## src/rtl/uart_frame_rx.sv

```systemverilog
// rtl/uart_frame_rx.sv - framed command receiver: SYNC, LEN, payload, XOR checksum into memory writes
// Payload bytes are written as they arrive; consumers must wait for frame_ok before using memory.
module uart_frame_rx #(
  parameter logic [7:0] SYNC_BYTE      = 8'hA5,
  parameter int         MAX_LEN        = 16,
  parameter int         ADDR_W         = 4,
  parameter int         TIMEOUT_CYCLES = 120000
) (
  input  logic              clk,
  input  logic              reset,
  input  logic              rx_valid,
  input  logic [7:0]        rx_data,
  input  logic              rx_error,
  output logic              wr_en,
  output logic [ADDR_W-1:0] wr_addr,
  output logic [7:0]        wr_data,
  output logic              frame_ok,
  output logic              frame_err,
  output logic [1:0]        err_code,
  output logic              busy,
  output logic [7:0]        frame_len
);

  localparam int TW = $clog2(TIMEOUT_CYCLES + 1);
  localparam logic [8:0]    MAX_LEN_W = 9'(MAX_LEN);
  localparam logic [TW-1:0] TMO_LAST  = TW'(TIMEOUT_CYCLES - 1);

  localparam logic [1:0] ERR_LEN  = 2'd1;
  localparam logic [1:0] ERR_CSUM = 2'd2;
  localparam logic [1:0] ERR_LINK = 2'd3;

  typedef enum logic [1:0] {S_IDLE, S_LEN, S_PAYLOAD, S_CSUM} state_t;

  state_t            state;
  logic [7:0]        len_q;
  logic [7:0]        xor_q;
  logic [ADDR_W-1:0] idx;
  logic [TW-1:0]     tcnt;
  logic [ADDR_W-1:0] last_idx;

  // len_q never exceeds 2**ADDR_W, so len_q-1 always fits the index width
  assign last_idx = ADDR_W'(len_q - 8'd1);

  always_ff @(posedge clk or posedge reset) begin
    if (reset) begin
      state     <= S_IDLE;
      len_q     <= '0;
      xor_q     <= '0;
      idx       <= '0;
      tcnt      <= '0;
      wr_en     <= 1'b0;
      wr_addr   <= '0;
      wr_data   <= '0;
      frame_ok  <= 1'b0;
      frame_err <= 1'b0;
      err_code  <= '0;
      busy      <= 1'b0;
      frame_len <= '0;
    end else begin
      wr_en     <= 1'b0;
      frame_ok  <= 1'b0;
      frame_err <= 1'b0;
      if (state == S_IDLE) begin
        if (rx_valid && rx_data == SYNC_BYTE) begin
          state    <= S_LEN;
          busy     <= 1'b1;
          err_code <= '0;
          xor_q    <= '0;
          idx      <= '0;
          tcnt     <= '0;
        end
      end else if (rx_error) begin
        // a line error wins over a byte arriving in the same cycle
        state     <= S_IDLE;
        busy      <= 1'b0;
        frame_err <= 1'b1;
        err_code  <= ERR_LINK;
      end else if (rx_valid) begin
        tcnt <= '0;
        case (state)
          S_LEN: begin
            if (rx_data == 8'd0 || {1'b0, rx_data} > MAX_LEN_W) begin
              state     <= S_IDLE;
              busy      <= 1'b0;
              frame_err <= 1'b1;
              err_code  <= ERR_LEN;
            end else begin
              len_q <= rx_data;
              xor_q <= rx_data;
              state <= S_PAYLOAD;
            end
          end
          S_PAYLOAD: begin
            wr_en   <= 1'b1;
            wr_addr <= idx;
            wr_data <= rx_data;
            xor_q   <= xor_q ^ rx_data;
            idx     <= idx + 1'b1;
            if (idx == last_idx) state <= S_CSUM;
          end
          S_CSUM: begin
            state <= S_IDLE;
            busy  <= 1'b0;
            if (rx_data == xor_q) begin
              frame_ok  <= 1'b1;
              frame_len <= len_q;
            end else begin
              frame_err <= 1'b1;
              err_code  <= ERR_CSUM;
            end
          end
          default: state <= S_IDLE;
        endcase
      end else if (tcnt == TMO_LAST) begin
        // this idle cycle would bring the count to TIMEOUT_CYCLES
        state     <= S_IDLE;
        busy      <= 1'b0;
        frame_err <= 1'b1;
        err_code  <= ERR_LINK;
      end else begin
        tcnt <= tcnt + 1'b1;
      end
    end
  end

endmodule

```

## config.mk

```make
export PLATFORM = sky130hd
export DESIGN_NAME = uart_frame_rx
export DESIGN_NICKNAME = d
export VERILOG_FILES = /design/src/rtl/uart_frame_rx.sv
export SDC_FILE = /design/constraint.sdc
export NUM_CORES = 1
export LEC_CHECK = 0
export ABC_AREA = 1
export CAP_MARGIN = 20
export CORE_MARGIN = 2
export CORE_UTILIZATION = 30
export CTS_BUF_LIST = sky130_fd_sc_hd__clkbuf_4 sky130_fd_sc_hd__clkbuf_8 sky130_fd_sc_hd__clkbuf_16
export DETAILED_ROUTE_END_ITERATION = 8
export GPL_ROUTABILITY_DRIVEN = 0
export GPL_TIMING_DRIVEN = 0
export PLACE_DENSITY = 0.51
export SLEW_MARGIN = 10
export SYNTH_ARGS = -nofsm -noshare
export SYNTH_HDL_FRONTEND = slang
export SYNTH_SLANG_ARGS = --single-unit
```

## constraint.sdc

```tcl
create_clock -name clk -period 5.1 [get_ports clk]
set_input_delay 0.51 -clock clk [delete_from_list [all_inputs] [get_ports clk]]
set_output_delay 0.51 -clock clk [all_outputs]
set_load 0.01 [all_outputs]
```

==> run metrics, run 1 <==
CTS clk-pin slew, worst paths=60 ps; Post-synth EDFFs=0; critical path fanouts, max=9; min cycle time layout=2100 ps; Clock Sinks=65; Final Hold Vio Count=0; top cells by area, synth=dfrtp_1 (45%), nand2_1 (15%), nand3_1 (6.1%); WS Path Type=in2reg; CTS buffer count=9; CTS root buf=clkbuf_16; Startpoint Class=input port; outcome=finished clean; final period utilization=41.2%; WL/cell=13.2 um; WP data arrival=2320 ps; TritonCTS clock tree=yes; worst clock skew=8.71 ps; first-pass GRT wire length=15,800 um; Post-route DRC=0; Starting Density=30.4%; Core Box Area=11,900 um^2; post-CTS setup buffer count=0; CTS HTree Levels=3; FMAX=475 MHz; Die ar.=12,900 um^2; # setup viols final=0; pwr/cell area=411 nW/um^2; CTS Buffer Depth=2; Antenna Nets Post-Route=0; Worst-Skew Late Latency=330 ps; layout cells sized above 1=8.02%; antenna cells=0; largest net degree at the start of global routing=37; VDD IR max=0.155 mV; HP Class=reg2reg; gr ovfl total=0; num ports=38; RSZ-0062 raised after global routing=false; Buffers on Ports=37; nets@finish=550; Via Count=3,242; Die H=114 um; Final Max Tran Viols=0; P&R area growth vs syn=24.4%; largest area contributor in the netlist=dfrtp_1; predominant post-synthesis flop cell=dfrtp_1; DP Wirelength=6730 um; DR iter-0 viols=120; measured slew at the worst slew-check pin=554 ps; Setup Total Neg Slack=0 ps; crit end category=flip-flop; Post-CTS Resized=0; hold_buf cts=0; # Max-Cap Violations=0; syn_area_per_cell=7.48 um^2; Async SR Flop Fraction=100%; num rows=40; GRT Total Usage=15.3%; Mapped Nets=501; antenna violations before repair=0; dpl cells=667; Layout Cells excl Fill=683; flops & latches, synth=65; Req. time, crit path=5310 ps; Synth Instances=482; routed wire length=9030 um; DIE WIDTH=114 um; sequential area share after synthesis=45.1%; most frequent cells in the layout=nand2_1 (145), dfrtp_1 (65), inv_1 (54), nor2_1 (47), nand3_1 (44); relative slew slack=63.1%; Via density=4.75; commonest non-fill, non-tap cell in the layout=nand2_1; cell area after synthesis=3600 um^2; synth unique cells=32; number of global-route vias before repair=3,209; number of synthesis warnings=0; Initial DRT Pass Iterations=4; P_leak=2.07 nW; top cell type's share of synthesized area=45.1%
[state kept, by name, summed over array words and instances (netlist names)]
signal / flops
tcnt: 17
frame_len: 8
len_q: 8
wr_data: 8
xor_q: 8
idx: 4
wr_addr: 4
err_code: 2
state: 2
busy: 1
frame_err: 1
frame_ok: 1
wr_en: 1
[through the flow]
step	setup slack, ps	utilization (%)	hold slack [ps]	area [um^2]	power, mW
global route	2790	37.8	504	4490	1.97
global placement	1710	35.1	461	4160	1.22
detailed placement	2660	35.3	465	4180	1.23
finish	3000	37.8	477	4490	1.84
floorplan	2960	-	442	3600	1.05
CTS	2990	37.8	482	4490	1.87
[layout make-up]
cell class	instances	area, um^2
clock buffer	9	225
fill	1249	7380
clock inverter	7	78.8
multi-input combinational	348	1690
inverter	59	228
timing repair buffer	38	390
sequential	65	1630
buffer	10	58.8
tap	147	184
[path summary, 6_finish.rpt]
check                        startpoint            to  slack (ps)  depth (start not counted)
setup / recovery             rx_data[1]      xor_q[7]        3000                          9
hold / removal             frame_len[7]  frame_len[7]         480                          2
setup reg to reg               state[0]    wr_addr[3]        3050                          9
hold reg to reg            frame_len[7]  frame_len[7]         480                          2
max in group asynchronous         reset    wr_data[7]        4040                          3
min in group asynchronous         reset      len_q[6]         530                          2
[worst max-delay path, stage by stage]
cell and delay, ps:
clkdlybuf4s50_1 500, nor2_1 160, nand2_1 70, a21oi_1 260, nand3_1 190, o211ai_2 230, nand2_2 230, nand2_1 110
nand2_1 50
[logic make-up after synthesis]
kind of cell / after synthesis / synth area share, %
AND/OR/NAND/NOR: 270 / 32.8
buffers and inverters: 69 / 7.88
flip-flops: 65 / 45.1
AO/OA/AOI/OAI: 59 / 8.85
XOR/XNOR: 12 / 2.92
adder cells (fa/ha/maj): 7 / 2.43
[cells in the mapped netlist (all sizes together), types with 2 or more instances]
cell type	instances
or2	2
nor3	7
o21bai	2
buf	5
clkbuf	5
nand4	12
nor2	53
xor2	10
ha	7
dfrtp	65
o21ai	43
nand3	46
inv	58
o22ai	9
a21oi	4
nand2	149
xnor2	2
[report_power, final]
part | total [mW] | internal, mW | switching (mW) | leakage [nW]
Sequential | 0.649 | 0.591 | 0.0583 | 0.870
Clock | 0.631 | 0.383 | 0.247 | 0.150
Combinational | 0.565 | 0.203 | 0.361 | 1.05
[routing by layer]
layer  global-route usage [%]  vias to the layer above  routed length, um
met4                     4.23                        0                107
met3                     3.40                        9                321
met2                     26.0                       50               4500
met5                        0                        -                  0
met1                     19.8                     1537               4100
li1                         -                     1646                  -
(Power assumes the default switching activity.)
==> run 2: changes to the inputs <==
--- a/config.mk
+++ b/config.mk
@@ -13,7 +13,7 @@
 export DETAILED_ROUTE_END_ITERATION = 8
 export GPL_ROUTABILITY_DRIVEN = 0
 export GPL_TIMING_DRIVEN = 0
-export PLACE_DENSITY = 0.51
+export PLACE_DENSITY = 0.52
 export SLEW_MARGIN = 10
 export SYNTH_ARGS = -nofsm -noshare
 export SYNTH_HDL_FRONTEND = slang
==> constraint.sdc (replaced) <==
create_clock -name clk -period 1.9 [get_ports clk]
set_input_delay 0.19 -clock clk [delete_from_list [all_inputs] [get_ports clk]]
set_output_delay 0.19 -clock clk [all_outputs]
set_load 0.01 [all_outputs]
==> run 2 against run 1 <==
  * Design area up 4.0%
  * Critical path depth is the same
  * Sequential power grew to 2.7 times the previous value
  * Setup slack got worse by 2900 ps
  * Die area is the same
  * Clock skew down 1.9 ps
  * Flip-flop and latch count stayed put
  * Hold slack worse by 270 ps
  * Combinational power rose to 3.1 times the previous value
  * Global-route usage fell by 0.53 points
==> run metrics, run 2 (same netlist as run 1, synthesis figures left out) <==
Post-route DRC=0 (unchanged); Die ar.=12,900 um^2 (unchanged); P_leak=2.13 nW (was 2.07 nW); TritonCTS clock tree=yes (unchanged); num rows=40 (unchanged); DP Wirelength=6550 um (was 6730 um); relative slew slack=67.7% (was 63.1%); measured slew at the worst slew-check pin=484 ps (was 554 ps); CTS buffer count=9 (unchanged); Core Box Area=11,900 um^2 (unchanged); CTS HTree Levels=3 (unchanged); FF+latch area=1630 um^2 (about the same); Hold Slack=207 ps (was 477 ps); FMAX=554 MHz; multi-input logic area=1780 um^2 (was 1690 um^2); Setup Total Neg Slack=0 ps (unchanged); Via Count=3,247 (was 3,242); Largest Register=tcnt (unchanged); Worst-Skew Late Latency=330 ps (about the same); Startpoint Class=flip-flop (was input port); CTS Buffer Depth=2 (unchanged); Die H=114 um (unchanged); number of global-route vias before repair=3,054 (was 3,209); hold_buf cts=0 (unchanged); largest net degree at the start of global routing=38 (was 37); R2R cell count=9 (unchanged); Antenna Nets Post-Route=0 (unchanged); antenna cells=0 (unchanged); CTS clk-pin slew, worst paths=60 ps (about the same); DIE WIDTH=114 um (unchanged); fill count=1,212 (was 1,249); pwr/cell area=1110 nW/um^2 (was 411 nW/um^2); GRT Total Usage=14.8% (was 15.3%); # setup viols final=0 (unchanged); Final Hold Vio Count=0 (unchanged); DR iter-0 viols=201 (was 120); commonest non-fill, non-tap cell in the layout=nand2_1 (unchanged); first-pass GRT wire length=15,100 um (was 15,800 um); antenna violations before repair=0 (unchanged); num ports=38 (unchanged); P&R area growth vs syn=29.4% (was 24.4%); HP Class=in2async (was reg2reg); min cycle time layout=1810 ps; Initial DRT Pass Iterations=4 (unchanged); outcome=finished clean (unchanged); crit end category=flip-flop (unchanged); layout cells sized above 1=13.0% (was 8.02%); CTS root buf=clkbuf_16 (unchanged); Req. time, crit path=2140 ps (was 5310 ps); Via density=4.69 (was 4.75); WS Path Type=reg2reg (was in2reg); gr ovfl total=0 (unchanged); routed wire length=8970 um (was 9030 um); # Max-Cap Violations=0 (unchanged); Buffers on Ports=37 (unchanged); Clock Sinks=65 (unchanged); VDD IR max=0.520 mV (was 0.155 mV); Starting Density=30.4% (unchanged); Final Max Tran Viols=0 (unchanged); WP data arrival=2050 ps (was 2320 ps); max reg flops=17 (unchanged); most frequent cells in the layout=nand2_1 (143), dfrtp_1 (63), inv_1 (51), nor2_1 (43), nand3_1 (42) (was nand2_1 (145), dfrtp_1 (65), inv_1 (54), nor2_1 (47), nand3_1 (44)); worst clock skew=6.84 ps (was 8.71 ps); final period utilization=95.1%; nets@finish=560 (was 550); critical path fanouts, max=10 (was 9); WL/cell=12.9 um (was 13.2 um)
run 2: final cells by class:
class                      instances  share of cell area (%)
multi-input combinational        348                    38.2
tap                              147                    3.94
buffer                            10                    1.50
clock buffer                      10                    5.12
sequential                        65                    34.9
inverter                          59                    4.96
clock inverter                     6                    1.42
timing repair buffer              48                    9.92
run 2: worst max-delay path, cell delays in order (launching register included):
cell and delay [ps]:
dfrtp_1 390, inv_1 80, ha_1 190, buf_6 140
nor2_1 140, inv_1 90, nor2_2 130, nand3_4 160
buf_4 220, o21ai_0 170
run 2: path summary, 6_finish.rpt:
| kind | slack, ps | start | end |
|---|---|---|---|
| hold reg to reg | 480 | frame_len[3] | frame_len[3] |
| min in group clk | 480 | frame_len[3] | frame_len[3] |
| max in group asynchronous | 1160 | reset | xor_q[4] |
| setup reg to reg | 90 | state[1] | frame_len[7] |
| hold / removal | 210 | reset | frame_len[5] |
| setup / recovery | 90 | state[1] | frame_len[7] |
run 2: power breakdown:
| group | total (mW) | switching [mW] | internal (mW) | leakage (nW) |
|---|---|---|---|---|
| logic | 1.76 | 1.07 | 0.690 | 1.12 |
| registers | 1.75 | 0.159 | 1.59 | 0.867 |
| clock network | 1.67 | 0.621 | 1.05 | 0.141 |
| total | 5.18 | 1.85 | 3.33 | 2.13 |
run 2: timing repair:
action / CTS / global route
setup buffers: 0 / 10
setup endpoints to repair: 26 / 52
gates resized for setup: 8 / 30
pin swaps: 1 / 2
gates cloned: 0 / 0
run 2: through the flow:
stage | instances | setup WS (ps) | utilization [%] | area [um^2] | power, mW
final | 693 | 93.8 | 39.3 | 4660 | 5.18
after CTS | 683 | 8.74 | 38.1 | 4520 | 5.04
after global placement | 666 | -1140 | 35.1 | 4160 | 3.27
after floorplan | 482 | 83.5 | - | 3600 | 2.81
after detailed placement | 667 | -220 | 35.3 | 4180 | 3.30
after global routing | 693 | -21.7 | 39.3 | 4660 | 5.54
run 2: per-layer routing:
layer / GRT usage (%) / vias up / part of all wire, %
li1: - / 1672 / -
met3: 3.08 / 4 / 3.6
met1: 18.5 / 1514 / 46
met5: 0 / - / 0
met4: 5.28 / 0 / 0.79
met2: 25.4 / 57 / 50
==> run 3: changes to the inputs <==
--- a/config.mk
+++ b/config.mk
@@ -8,12 +8,13 @@
 export ABC_AREA = 1
 export CAP_MARGIN = 20
 export CORE_MARGIN = 2
-export CORE_UTILIZATION = 30
+export CORE_UTILIZATION = 46
 export CTS_BUF_LIST = sky130_fd_sc_hd__clkbuf_4 sky130_fd_sc_hd__clkbuf_8 sky130_fd_sc_hd__clkbuf_16
 export DETAILED_ROUTE_END_ITERATION = 8
 export GPL_ROUTABILITY_DRIVEN = 0
 export GPL_TIMING_DRIVEN = 0
-export PLACE_DENSITY = 0.52
+export PLACE_DENSITY = 0.73
+export SKIP_CTS_REPAIR_TIMING = 1
 export SLEW_MARGIN = 10
 export SYNTH_ARGS = -nofsm -noshare
 export SYNTH_HDL_FRONTEND = slang
==> run 3 against run 2 <==
  * Critical path depth fell by 2
  * Non-clock buffer count grew 1
  * Maximum frequency is 0.36% higher
==> run metrics, run 3 (same netlist as run 1, synthesis figures left out) <==
antenna violations before repair=0 (unchanged); WP data arrival=2080 ps (was 2050 ps); antenna cells=0 (unchanged); Switching Share=36.4% (was 35.7%); WL/cell=13.1 um (was 12.9 um); number of global-route vias before repair=3,161 (was 3,054); P&R area growth vs syn=25.2% (was 29.4%); final period utilization=94.7% (was 95.1%); routed wire length=8500 um (was 8970 um); num ports=38 (unchanged); DR iter-0 viols=160 (was 201); Worst-Skew Late Latency=350 ps (was 330 ps); FMAX=556 MHz (was 554 MHz); commonest non-fill, non-tap cell in the layout=nand2_1 (unchanged); Req. time, crit path=2180 ps (was 2140 ps); nets@finish=561 (was 560); Layout Cells excl Fill=649 (was 693); Placed Area=4130 um^2 (was 4180 um^2); combinational share of power=35.3% (was 34.0%); max reg flops=17 (unchanged); TritonCTS clock tree=yes (unchanged); VDD IR max=0.522 mV (was 0.520 mV); Post-route DRC=0 (unchanged); crit path from=state[0] (was state[1]); outcome=finished clean (unchanged); dpl cells=622 (was 667); Flop pwr share=36.3% (was 33.7%); CTS HTree Levels=3 (unchanged); switching power=1.74 mW (was 1.85 mW); Largest Register=tcnt (unchanged); DIE WIDTH=92.5 um (was 114 um); Final Cell Area=4510 um^2 (was 4660 um^2); clock network fraction of total power=28.3% (was 32.3%); pwr/cell area=1060 nW/um^2 (was 1110 nW/um^2); CTS clk-pin slew, worst paths=70 ps (was 60 ps); Final Hold Vio Count=0 (unchanged); CTS buffer count=9 (unchanged); DP Wirelength=6110 um (was 6550 um); Initial DRT Pass Iterations=5 (was 4); Core Box Area=7650 um^2 (was 11,900 um^2); relative slew slack=61.2% (was 67.7%); Buffers on Ports=37 (unchanged); min cycle time layout=1800 ps (was 1810 ps); Die H=92.5 um (was 114 um); Int Pwr=3.04 mW (was 3.33 mW); worst clock skew=8.74 ps (was 6.84 ps); HP Class=in2async (unchanged); # setup viols final=0 (unchanged); Clock Sinks=65 (unchanged); WS Path Type=reg2reg (unchanged); Startpoint Class=flip-flop (unchanged); first-pass GRT wire length=14,400 um (was 15,100 um); CTS Buffer Depth=2 (unchanged); total power draw=4.78 mW (was 5.18 mW); Via density=5.15 (was 4.69); P_leak=2.10 nW (was 2.13 nW); # Max-Cap Violations=0 (unchanged); largest net degree at the start of global routing=45 (was 38); most frequent cells in the layout=nand2_1 (143), dfrtp_1 (64), inv_1 (53), nor2_1 (45), nand3_1 (43) (was nand2_1 (143), dfrtp_1 (63), inv_1 (51), nor2_1 (43), nand3_1 (42)); Starting Density=47.1% (was 30.4%); critical path fanouts, max=10 (unchanged); crit end category=flip-flop (unchanged); Antenna Nets Post-Route=0 (unchanged); Hold Slack=152 ps (was 207 ps); Critical R2R Launch=state[0] (was state[1]); CTS root buf=clkbuf_8 (was clkbuf_16); GRT Total Usage=21.3% (was 14.8%); fill count=690 (was 1,212); num rows=32 (was 40); layout cells sized above 1=11.7% (was 13.0%); gr ovfl total=0 (unchanged); Die ar.=8560 um^2 (was 12,900 um^2); Final Max Tran Viols=0 (unchanged); measured slew at the worst slew-check pin=581 ps (was 484 ps); Via Count=3,343 (was 3,247)
[run 3: cell types whose count changed in the layout (fill, tap and decap cells not counted), sizes merged]
cell	previous run	this run
clkbuf	16	17
bufinv	1	2
clkinvlp	4	1
buf	15	17
[run 3: stage by stage]
stage / setup slack (ps) / TNS [ps] / util, %
2_1_floorplan: 83.5 / 0 / -
3_3_place_gp: -1080 / -75410 / 53.6
3_5_place_dp: -240 / -6780 / 53.9
4_1_cts: -95.4 / -986 / 56.9
5_1_grt: -16.0 / -28.2 / 59.0
6_report: 100 / 0 / 59.0
[run 3: layout make-up]
| class | count | area, um^2 | area share [%] |
|---|---|---|---|
| Buffer | 10 | 67.6 | 1.50 |
| Clock buffer | 12 | 153 | 3.38 |
| Clock inverter | 4 | 76.3 | 1.69 |
| Inverter | 59 | 228 | 5.05 |
| Multi-Input combinational cell | 348 | 1760 | 39.0 |
| Sequential cell | 65 | 1630 | 36.1 |
| Tap cell | 102 | 128 | 2.83 |
| Timing Repair Buffer | 49 | 473 | 10.5 |
[run 3: worst paths after layout]
path                               endpoint  slack (ps)  cells past startpoint
worst max-delay path              frame_err         100                      7
min in group clk                err_code[1]         480                      2
worst min-delay path                tcnt[2]         150                      2
max in group asynchronous          xor_q[0]        1230                      3
worst min register to register  err_code[1]         480                      2
worst max register to register    frame_err         100                      7
[run 3: metal layers]
| layer | share of wire (%) | global-route usage [%] | up-vias | wire (um) |
|---|---|---|---|---|
| li1 | - | - | 1666 | - |
| met1 | 46 | 27.8 | 1580 | 3890 |
| met2 | 48 | 34.3 | 86 | 4060 |
| met3 | 4.9 | 4.56 | 11 | 416 |
| met4 | 1.5 | 9.08 | 0 | 126 |
| met5 | 0 | 0 | - | 0 |
[run 3: critical path: stages (launching register included)]
cell      delay, ps
dfrtp_1         390
inv_1            80
ha_1            200
buf_6           150
inv_1           160
clkbuf_1        490
nand3_1         140
nand3_1         120
[run 3: power by group through the flow]
stage / Sequential (mW) / Combinational (mW) / Clock [mW]
2_1_floorplan: 1.75 / 1.06 / 0
4_1_cts: 1.74 / 1.52 / 1.37
3_3_place_gp: 1.75 / 1.48 / 0
6_report: 1.74 / 1.69 / 1.36
3_5_place_dp: 1.76 / 1.51 / 0
5_1_grt: 1.77 / 1.88 / 1.44
